--- src/rtl/fetch_pkg.sv ---
// Shared types and constants for the RV32I instruction fetch stage.
package fetch_pkg;

  typedef enum logic [1:0] {
    IDLE = 2'd0,
    REQ  = 2'd1,
    WAIT = 2'd2,
    DONE = 2'd3
  } fetch_state_t;

  localparam logic [31:0] NOP_INSTR = 32'h0000_0013;
  localparam logic [31:0] PC_STEP   = 32'd4;

endpackage

--- src/rtl/inst_fetch_unit_if.sv ---
// Instruction-memory request/response bus between the fetch unit and memory.
interface inst_fetch_unit_if;

  logic        imem_req;
  logic [31:0] imem_addr;
  logic        imem_rvalid;
  logic [31:0] imem_rdata;

  modport master (
    output imem_req,
    output imem_addr,
    input  imem_rvalid,
    input  imem_rdata
  );

  modport slave (
    input  imem_req,
    input  imem_addr,
    output imem_rvalid,
    output imem_rdata
  );

endinterface

--- src/rtl/fetch_pc_reg.sv ---
// PC / PC-of-current-instruction registers with load, advance and alignment handling.
// FETCH_MISALIGN_TRAP_EN: keep misaligned load targets and flag them instead of truncating.
module fetch_pc_reg
  import fetch_pkg::*;
#(
  parameter logic [31:0] RESET_PC = 32'h0000_0000
) (
  input  logic        clk,
  input  logic        rst,
  input  logic        load,
  input  logic [31:0] load_value,
  input  logic        advance,
  output logic [31:0] pc,
  output logic [31:0] pc_old,
  output logic        misalign_err,
  output logic        misalign_next
);

  logic [31:0] load_target;

`ifdef FETCH_MISALIGN_TRAP_EN
  // The flag the FSM must see for a fetch issued in the same cycle as a load.
  assign misalign_next = load ? (load_value[1:0] != 2'b00) : misalign_err;
  assign load_target   = load_value;

  always_ff @(posedge clk or posedge rst) begin
    if (rst) begin
      misalign_err <= 1'b0;
    end else begin
      misalign_err <= misalign_next;
    end
  end
`else
  logic unused_low_bits;

  assign unused_low_bits = ^load_value[1:0];
  assign load_target     = {load_value[31:2], 2'b00};
  assign misalign_next   = 1'b0;
  assign misalign_err    = 1'b0;
`endif

  always_ff @(posedge clk or posedge rst) begin
    if (rst) begin
      pc     <= RESET_PC;
      pc_old <= RESET_PC;
    end else if (load) begin
      pc <= load_target;
    end else if (advance) begin
      pc_old <= pc;
      pc     <= pc + PC_STEP;
    end
  end

endmodule

--- src/rtl/inst_fetch_unit.sv ---
// Fetch stage: one memory read per fetch command, result latched into I_Reg.
// FETCH_MISALIGN_TRAP_EN: a misaligned PC skips the memory read and completes at once.
module inst_fetch_unit
  import fetch_pkg::*;
#(
  parameter logic [31:0] RESET_PC = 32'h0000_0000
) (
  input  logic                      clk,
  input  logic                      rst,
  input  logic                      fetch_start,
  input  logic                      pc_load,
  input  logic [31:0]               pc_next,
  inst_fetch_unit_if.master         imem,
  output logic [31:0]               I_Reg,
  output logic [31:0]               pc,
  output logic [31:0]               pc_old,
  output logic                      fetch_done,
  output logic                      busy,
  output logic                      misalign_err
);

  fetch_state_t state, state_nxt;
  logic         load_en;
  logic         advance_en;
  logic         misalign_next;

  assign load_en    = (state == IDLE) && pc_load;
  assign advance_en = (state == WAIT) && imem.imem_rvalid;

  fetch_pc_reg #(
    .RESET_PC (RESET_PC)
  ) u_pc_reg (
    .clk           (clk),
    .rst           (rst),
    .load          (load_en),
    .load_value    (pc_next),
    .advance       (advance_en),
    .pc            (pc),
    .pc_old        (pc_old),
    .misalign_err  (misalign_err),
    .misalign_next (misalign_next)
  );

  always_ff @(posedge clk or posedge rst) begin
    if (rst) begin
      state <= IDLE;
    end else begin
      state <= state_nxt;
    end
  end

  always_comb begin
    state_nxt     = state;
    imem.imem_req = 1'b0;
    fetch_done    = 1'b0;
    busy          = 1'b1;
    unique case (state)
      IDLE: begin
        busy = 1'b0;
        if (fetch_start) begin
          state_nxt = misalign_next ? DONE : REQ;
        end
      end
      REQ: begin
        imem.imem_req = 1'b1;
        state_nxt     = WAIT;
      end
      WAIT: begin
        if (imem.imem_rvalid) begin
          state_nxt = DONE;
        end
      end
      DONE: begin
        fetch_done = 1'b1;
        state_nxt  = IDLE;
      end
      default: state_nxt = IDLE;
    endcase
  end

  assign imem.imem_addr = pc;

  always_ff @(posedge clk or posedge rst) begin
    if (rst) begin
      I_Reg <= NOP_INSTR;
    end else if (advance_en) begin
      I_Reg <= imem.imem_rdata;
    end
  end

endmodule

--- src/flat_wrapper.sv ---
// flat-port wrapper written by rule: the top's interface ports become plain ports
module inst_fetch_unit_flat import fetch_pkg::*;
#(
  parameter logic [31:0] RESET_PC = 32'h0000_0000
)
  (clk, rst, fetch_start, pc_load, pc_next, I_Reg, pc, pc_old, fetch_done, busy, misalign_err, imem_imem_req, imem_imem_addr, imem_imem_rvalid, imem_imem_rdata);
  inst_fetch_unit_if imem_i ();
  input  logic clk;
  input  logic rst;
  input  logic fetch_start;
  input  logic pc_load;
  input  logic [31:0] pc_next;
  output logic [31:0] I_Reg;
  output logic [31:0] pc;
  output logic [31:0] pc_old;
  output logic fetch_done;
  output logic busy;
  output logic misalign_err;
  output wire logic [$bits(imem_i.imem_req)-1:0] imem_imem_req;
  output wire logic [$bits(imem_i.imem_addr)-1:0] imem_imem_addr;
  input wire logic [$bits(imem_i.imem_rvalid)-1:0] imem_imem_rvalid;
  input wire logic [$bits(imem_i.imem_rdata)-1:0] imem_imem_rdata;
  assign imem_imem_req = imem_i.imem_req;
  assign imem_imem_addr = imem_i.imem_addr;
  assign imem_i.imem_rvalid = imem_imem_rvalid;
  assign imem_i.imem_rdata = imem_imem_rdata;
  inst_fetch_unit #(.RESET_PC(RESET_PC)) u_core (.clk(clk), .rst(rst), .fetch_start(fetch_start), .pc_load(pc_load), .pc_next(pc_next), .imem(imem_i), .I_Reg(I_Reg), .pc(pc), .pc_old(pc_old), .fetch_done(fetch_done), .busy(busy), .misalign_err(misalign_err));
endmodule
--- config.mk ---
export PLATFORM = sky130hd
export DESIGN_NAME = inst_fetch_unit_flat
export DESIGN_NICKNAME = d
export VERILOG_FILES = /design/src/rtl/fetch_pkg.sv /design/src/rtl/inst_fetch_unit_if.sv /design/src/rtl/fetch_pc_reg.sv /design/src/rtl/inst_fetch_unit.sv /design/src/flat_wrapper.sv
export SDC_FILE = /design/constraint.sdc
export NUM_CORES = 1
export LEC_CHECK = 0
export CAP_MARGIN = 20
export CORE_UTILIZATION = 38
export DETAILED_ROUTE_END_ITERATION = 10
export GPL_TIMING_DRIVEN = 0
export PLACE_DENSITY = 0.83
export SKIP_LAST_GASP = 1
export SYNTH_ARGS = -nofsm -noshare
export SYNTH_HDL_FRONTEND = slang
export SYNTH_SLANG_ARGS = --single-unit
export TNS_END_PERCENT = 5
--- constraint.sdc ---
create_clock -name clk -period 3 [get_ports clk]
set_input_delay 0.6 -clock clk [delete_from_list [all_inputs] [get_ports clk]]
set_output_delay 0.6 -clock clk [all_outputs]
set_load 0.05 [all_outputs]
==> results.cfg, run 1 <==
[global_routing]
grt_pass1_wl_mm = 19.78
grt_usage_pct = 20.20
use_met2_pct = 36.02
grt_overflow = 0
grt_pass1_vias = 3943
grtUsageMet1_pct = 22.79
top_usage_layer = met2
antenna_found_initial = 0
grt_max_degree = 41
met3_usage_pct = 6.586

[cts]
cts_tree = yes
cts_setup_buffers = 0
clock-sinks = 94
cts_buffers = 9
clk_path_buf_depth = 2
clock-root-buffer = clkbuf_16
clk_latency_ns = 0.34
clk_pin_slew_ns = 0.07
cts_hold_buf = 0
htreeDepth = 3
cts_resized = 0

[yosys]
synthTopCellsByArea = dfrtp_1 (51%), mux2_2 (16%), buf_4 (6.2%)
synth_seq_area_share_pct = 52.54
ys_types = 40
syn_inst = 381
ys_ff_latch = 94
yosys_warnings = 0
synth.cell_area_um2 = 4484
synth_top_area_share_pct = 50.78
synth_top_cell_by_area = dfrtp_1
avgSynthCellArea_um2 = 11.77

[setup_path]
reg2reg_from = u_core.state[0]
r2r_cells = 7
critPathRequiredTime_ns = 2.40
reg2reg_slack_ns = 0.62
cp-end-kind = output port
start_kind = flip-flop
crit_fanout = 4
worstPathArrival_ns = 2.00
timing.rr.end = u_core.u_pc_reg.pc_old[13]
crit_type = flip-flop to output port

[placed_design]
placed_area_um2 = 6641
gp_congestion = 0.7732
port_buffers = 191
dp_hpwl_mm = 9.140

[layout]
fin_util_pct = 61.13
syn_to_final_growth_pct = 56.33
antenna-diode-count = 0
drive_gt1_share_pct = 22.82
finalNetCount = 665
fillerInstances = 929
finalInstanceArea_um2 = 7010

[timing]
slew_violations = 0
clock.fmax_mhz = 384.1
setup_tns_ns = 0
fin_crit_sh_pct = 86.78
setup_viol = 0
maxSlewHeadroom_pct = 57.31
clock_skew_ns = 0.008860
worstMarginPinSlew_ns = 0.6390
grt_setup_unrepaired = false
layout_min_cycle_time_ns = 2.603
hold_viol_final = 0

[die]
ios = 201
die_w_um = 110.6
die-area_um2 = 12240
core_area_um2 = 11470
initial_core_util_pct = 39.11
die_y_um = 110.6
num_rows = 39

[worst_hold_path]
hp-class = flip-flop to flip-flop
hold_path_end = u_core.I_Reg[26]
hp-start = u_core.I_Reg[26]
hold-path-cell-count = 1

[route]
wire_per_inst_um = 16.26
num_vias = 3745
drtPass1Iterations = 4
drcViolationCount = 0
via_per_inst = 5.068
routed_wl_mm = 12.01
drtAntennaViolNets = 0
drt_iter0_markers = 122

[outcome]
outcome = completed

[flow_run]
max_cap_violations = 0
-- placed cells by master, fill, tap and decap left out, drive strengths merged, types with 4 or more instances in the layout --
cell,count
clkdlybuf4s50,191
o31ai,11
o21ai,18
nand3,13
bufinv,4
xor2,8
nand4,8
and4,5
or4,11
nand2,24
nor2,16
mux2,63
clkbuf,22
inv,8
buf,43
dfrtp,91
conb,7
a31oi,14
xnor2,6
ha,5
-- per-layer routing --
metal  vias to the layer above  part of all wire [%]
li1                       1740                     -
met1                      1821                    40
met2                       175                    51
met3                         9                   8.4
met4                         0                  0.97
met5                         -                     0
-- critical path: stages, from the launching register on --
cell             delay [ns]
dfrtp_1                0.40
inv_1                  0.08
ha_1                   0.27
inv_1                  0.10
clkdlybuf4s50_1        0.81
-- area by class of cell --
class	instances	area (um^2)	area share (%)
clock buffer	9	225.2	3.213
clock inverter	7	143.9	2.052
inverter	8	33.78	0.4819
timing repair buffer	193	1952	27.84
multi-input combinational	230	1735	24.75
buffer	55	385.4	5.497
sequential	94	2356	33.61
tap	143	178.9	2.552
-- sequential cells by signal, indices dropped and copies added, names as in the netlist --
signal                  cells
u_core.I_Reg               32
u_core.state                2
u_core.u_pc_reg.pc         30
u_core.u_pc_reg.pc_old     30
-- synthesized netlist by cell type, drive strengths merged --
library cell	instances
and3	3
ha	5
clkbuf	13
nand2b	1
nand3	13
and4	5
nor2	16
dfstp	3
o31a	2
xnor2	6
or2	2
a31oi	14
o22a	1
and2	1
dfrtp	91
mux2i	1
buf	41
dlygate4sd1	1
nand2	24
xor2	8
nor4	3
o31ai	11
inv	8
mux2	63
nor4b	1
nand4	8
conb	1
a2bb2oi	1
o21ai	18
nor3	2
or4	11
or3	3
-- cell families after synthesis --
family	Yosys count	share of synthesized area (%)
xor+xnor	14	2.734
simple gates	93	11.33
flops	94	52.54
compound gates	47	6.613
other cells	1	0.08363
buf+inv	63	9.263
mux	64	16.04
fa+ha+maj	5	1.395
-- stage by stage --
| step | worst slack [ns] | std cells | hold WS [ns] |
|---|---|---|---|
| floorplan | 0.8588 | 387 | 0.5168 |
| global placement | 0.2226 | 721 | 0.4868 |
| detailed placement | 0.2335 | 723 | 0.4936 |
| CTS | 0.3569 | 739 | 0.5084 |
| global route | 0.2793 | 739 | 0.5187 |
| finish | 0.3966 | 739 | 0.5042 |
-- worst max path at each step --
stage	from	endpoint
floorplan	u_core.u_pc_reg.pc[12]	u_core.u_pc_reg.pc[30]
global placement	imem_imem_rvalid	u_core.u_pc_reg.pc_old[4]
detailed placement	imem_imem_rvalid	u_core.u_pc_reg.pc_old[15]
CTS	u_core.state[0]	busy
global route	u_core.state[0]	busy
finish	u_core.state[0]	busy
Power of run 1 is not shown: default switching activity piles up to over one toggle a cycle in this logic, so the estimate is an artifact.
==> run 2: changes to the inputs <==
--- a/config.mk
+++ b/config.mk
@@ -5,7 +5,7 @@
 export SDC_FILE = /design/constraint.sdc
 export NUM_CORES = 1
 export LEC_CHECK = 0
-export CAP_MARGIN = 20
+export CAP_MARGIN = 30
 export CORE_UTILIZATION = 38
 export DETAILED_ROUTE_END_ITERATION = 10
 export GPL_TIMING_DRIVEN = 0
==> results of run 2 <==
Same layout as run 1: the final DEF is identical, and so are final timing and power.
Power of run 2 is left out for the same reason.
==> run 3: changes to the inputs <==
--- a/config.mk
+++ b/config.mk
@@ -5,13 +5,15 @@
 export SDC_FILE = /design/constraint.sdc
 export NUM_CORES = 1
 export LEC_CHECK = 0
+export ABC_AREA = 1
 export CAP_MARGIN = 30
-export CORE_UTILIZATION = 38
+export CORE_UTILIZATION = 39
 export DETAILED_ROUTE_END_ITERATION = 10
 export GPL_TIMING_DRIVEN = 0
 export PLACE_DENSITY = 0.83
 export SKIP_LAST_GASP = 1
+export SLEW_MARGIN = 0
 export SYNTH_ARGS = -nofsm -noshare
 export SYNTH_HDL_FRONTEND = slang
 export SYNTH_SLANG_ARGS = --single-unit
-export TNS_END_PERCENT = 5
+export TNS_END_PERCENT = 20
==> run 3 against run 2 <==
  * Clock-buffer cell count is 2 higher
  * Synthesized area is 9.2% higher
  * Register-to-register slack better by 0.47 ns
  * First-iteration DRC count is 100% higher
==> results.cfg, run 3 <==
[setup_path]
path_buf_inv = 3
reg2reg_slack_ns = 1.09
cpPeakStageDelay_ns = 0.80
reg2reg_from = u_core.state[0]
start_kind = flip-flop
crit_fanout = 3
crit_type = flip-flop to output port
endpoint = busy
critPathTopFamily = buffers and inverters
slowest_stage = clkdlybuf4s50_1
path_depth = 4
r2r_cells = 7
path_cells = inv_1, ha_1, inv_1, clkdlybuf4s50_1
worstPathArrival_ns = 1.95
critical_path.most_common_cell = inv_1
cp-startpoint = u_core.state[0]
critPathRequiredTime_ns = 2.40
cp-end-kind = output port
timing.rr.end = u_core.u_pc_reg.pc[24]

[yosys]
synth-compound-area-share_pct = 6.058
synth_top_area_share_pct = 46.52
synthArstFlopShare_pct = 100.0
synth.cell_area_um2 = 4895
synth_top_cell_by_area = dfrtp_1
synthFlopType = dfrtp_1
syn_inst = 629
synth_edf_count = 0
synthTopCellsByArea = dfrtp_1 (47%), nand2_1 (16%), buf_4 (6.7%)
netlist_top_cells_count = nand2_1 (208), dfrtp_1 (91), nor2_1 (70), inv_1 (59), buf_4 (44)
synth_mux_area_share_pct = 0
avgSynthCellArea_um2 = 7.782
ys_types = 34
ys_ff_latch = 94
synth_seq_area_share_pct = 48.13
synth_xor_area_share_pct = 0.3579
synth_top_family_by_area = simple AND/OR/NAND/NOR gates
synth-simple-area-share_pct = 31.47
yosys_warnings = 0
post-synth-top-count-cell = nand2_1
synth_fa_ha_area_share_pct = 1.278

[route]
drcViolationCount = 0
drt_iter0_markers = 248
via_per_inst = 4.807
drtPass1Iterations = 5
num_vias = 4865
routed_wl_mm = 14.29
drtAntennaViolNets = 0
wire_per_inst_um = 14.12

[timing]
worstMarginPinSlew_ns = 0.8213
setup_viol = 0
clock_skew_ns = 0.008139
maxSlewHeadroom_pct = 45.13
setup_ws_ns = 0.4530
fin_crit_sh_pct = 84.90
hold_viol_final = 0
slew_violations = 0
setup_tns_ns = 0
layout_min_cycle_time_ns = 2.547
clock.fmax_mhz = 392.6
grt_setup_unrepaired = false

[global_routing]
antenna_found_initial = 0
grt_usage_pct = 22.17
grt_overflow = 0
grt_pass1_wl_mm = 22.51
grt_max_degree = 35
grt_pass1_vias = 4594

[worst_hold_path]
hp-class = flip-flop to flip-flop
hp-start = u_core.I_Reg[1]
hold-path-cell-count = 2

[layout]
regMostFlops = u_core.I_Reg
antenna-diode-count = 0
drive_gt1_share_pct = 10.31
syn_to_final_growth_pct = 50.49
finalNetCount = 913
largest_register_ffs = 32
reg.largest.list = u_core.I_Reg x32, u_core.u_pc_reg.pc x30, u_core.u_pc_reg.pc_old x30
final_common_cell = nand2_1
finalInstanceArea_um2 = 7366
mostFrequentLayoutCells = nand2_1 (208), clkdlybuf4s50_1 (191), dfrtp_1 (91)

[die]
die_y_um = 114.0
initial_core_util_pct = 40.41
die-area_um2 = 13000
core_area_um2 = 12110
num_rows = 40
die_w_um = 114.0
ios = 201

[placed_design]
gp_congestion = 0.8578
pre_cts_slack_ns = 0.7098
placed_area_um2 = 7083
dp_hpwl_mm = 10.82
port_buffers = 191

[cts]
clk_path_buf_depth = 2
clk_latency_ns = 0.34
cts_resized = 0
cts_buffers = 9
htreeDepth = 3
cts_hold_buf = 0
clock-root-buffer = clkbuf_16
cts_setup_buffers = 0
clock-sinks = 94
cts_tree = yes
clk_pin_slew_ns = 0.06

[pwr]
peakVddDrop_uv = 686.5
power_density_nw_per_um2 = 1335
leakagePower_nw = 3.386
total_power_mw = 9.834

[flow_run]
max_cap_violations = 0

[outcome]
outcome = completed
==> run 3: cell count changes after synthesis, sizes merged, moves of 6 or more <==
cell | before | now
xor2 | 8 | 1
o211ai | 0 | 6
mux2 | 63 | 0
nor2 | 16 | 79
buf | 41 | 49
o31ai | 11 | 1
inv | 8 | 60
a31oi | 14 | 1
or4 | 11 | 0
nand3 | 13 | 48
nand2 | 24 | 211
o21ai | 18 | 36
nand3b | 0 | 7
==> run 3: layer usage <==
layer | global-route usage (%) | share of wire, % | up-vias
li1 | - | - | 2347
met1 | 27.16 | 40 | 2260
met2 | 38.46 | 49 | 239
met3 | 5.313 | 9.3 | 19
met4 | 7.100 | 1.5 | 0
met5 | 0 | 0 | -
==> run 3: kinds of logic after synthesis <==
group / after synthesis
simple gates: 356
buf+inv: 119
flops: 94
compound gates: 52
fa+ha+maj: 5
xor+xnor: 2
other cells: 1
==> run 3: how the worst min path moves through the flow <==
| stage | to | slack (ns) |
|---|---|---|
| floorplan | u_core.state[1] | 0.56 |
| global placement | u_core.I_Reg[1] | 0.45 |
| detailed placement | u_core.I_Reg[1] | 0.46 |
| CTS | u_core.I_Reg[1] | 0.47 |
| global route | u_core.I_Reg[4] | 0.49 |
| finish | u_core.I_Reg[1] | 0.47 |
==> run 3: tightest hold or removal path: stages (launching register included) <==
cell,delay [ns]
dfstp_2,0.37
nand2_1,0.05
nand2_1,0.05
==> run 3: cell type report <==
| class | instances | area [um^2] |
|---|---|---|
| clock buffer | 11 | 232.7 |
| buffer | 58 | 389.1 |
| inverter | 61 | 232.7 |
| tap | 168 | 210.2 |
| clock inverter | 5 | 50.05 |
| fill | 1070 | 4746 |
| multi-input combinational | 422 | 1943 |
| sequential | 94 | 2356 |
| timing repair buffer | 193 | 1952 |
==> run 3: report_power, final <==
part / internal, mW / switching, mW / leakage (nW) / total [mW]
sequential: 1.87 / 0.567 / 1.16 / 2.44
combinational: 2.10 / 4.18 / 2.08 / 6.28
clock: 0.641 / 0.471 / 0.143 / 1.11
==> run 3: per-stage QoR <==
step / cells / utilization (%) / hold slack (ns)
floorplan: 635 / - / 0.5566
global placement: 994 / 58.15 / 0.4546
detailed placement: 996 / 58.48 / 0.4571
CTS: 1012 / 60.82 / 0.4680
global route: 1012 / 60.82 / 0.4894
finish: 1012 / 60.82 / 0.4658
Power figures use the tool's default switching activity.
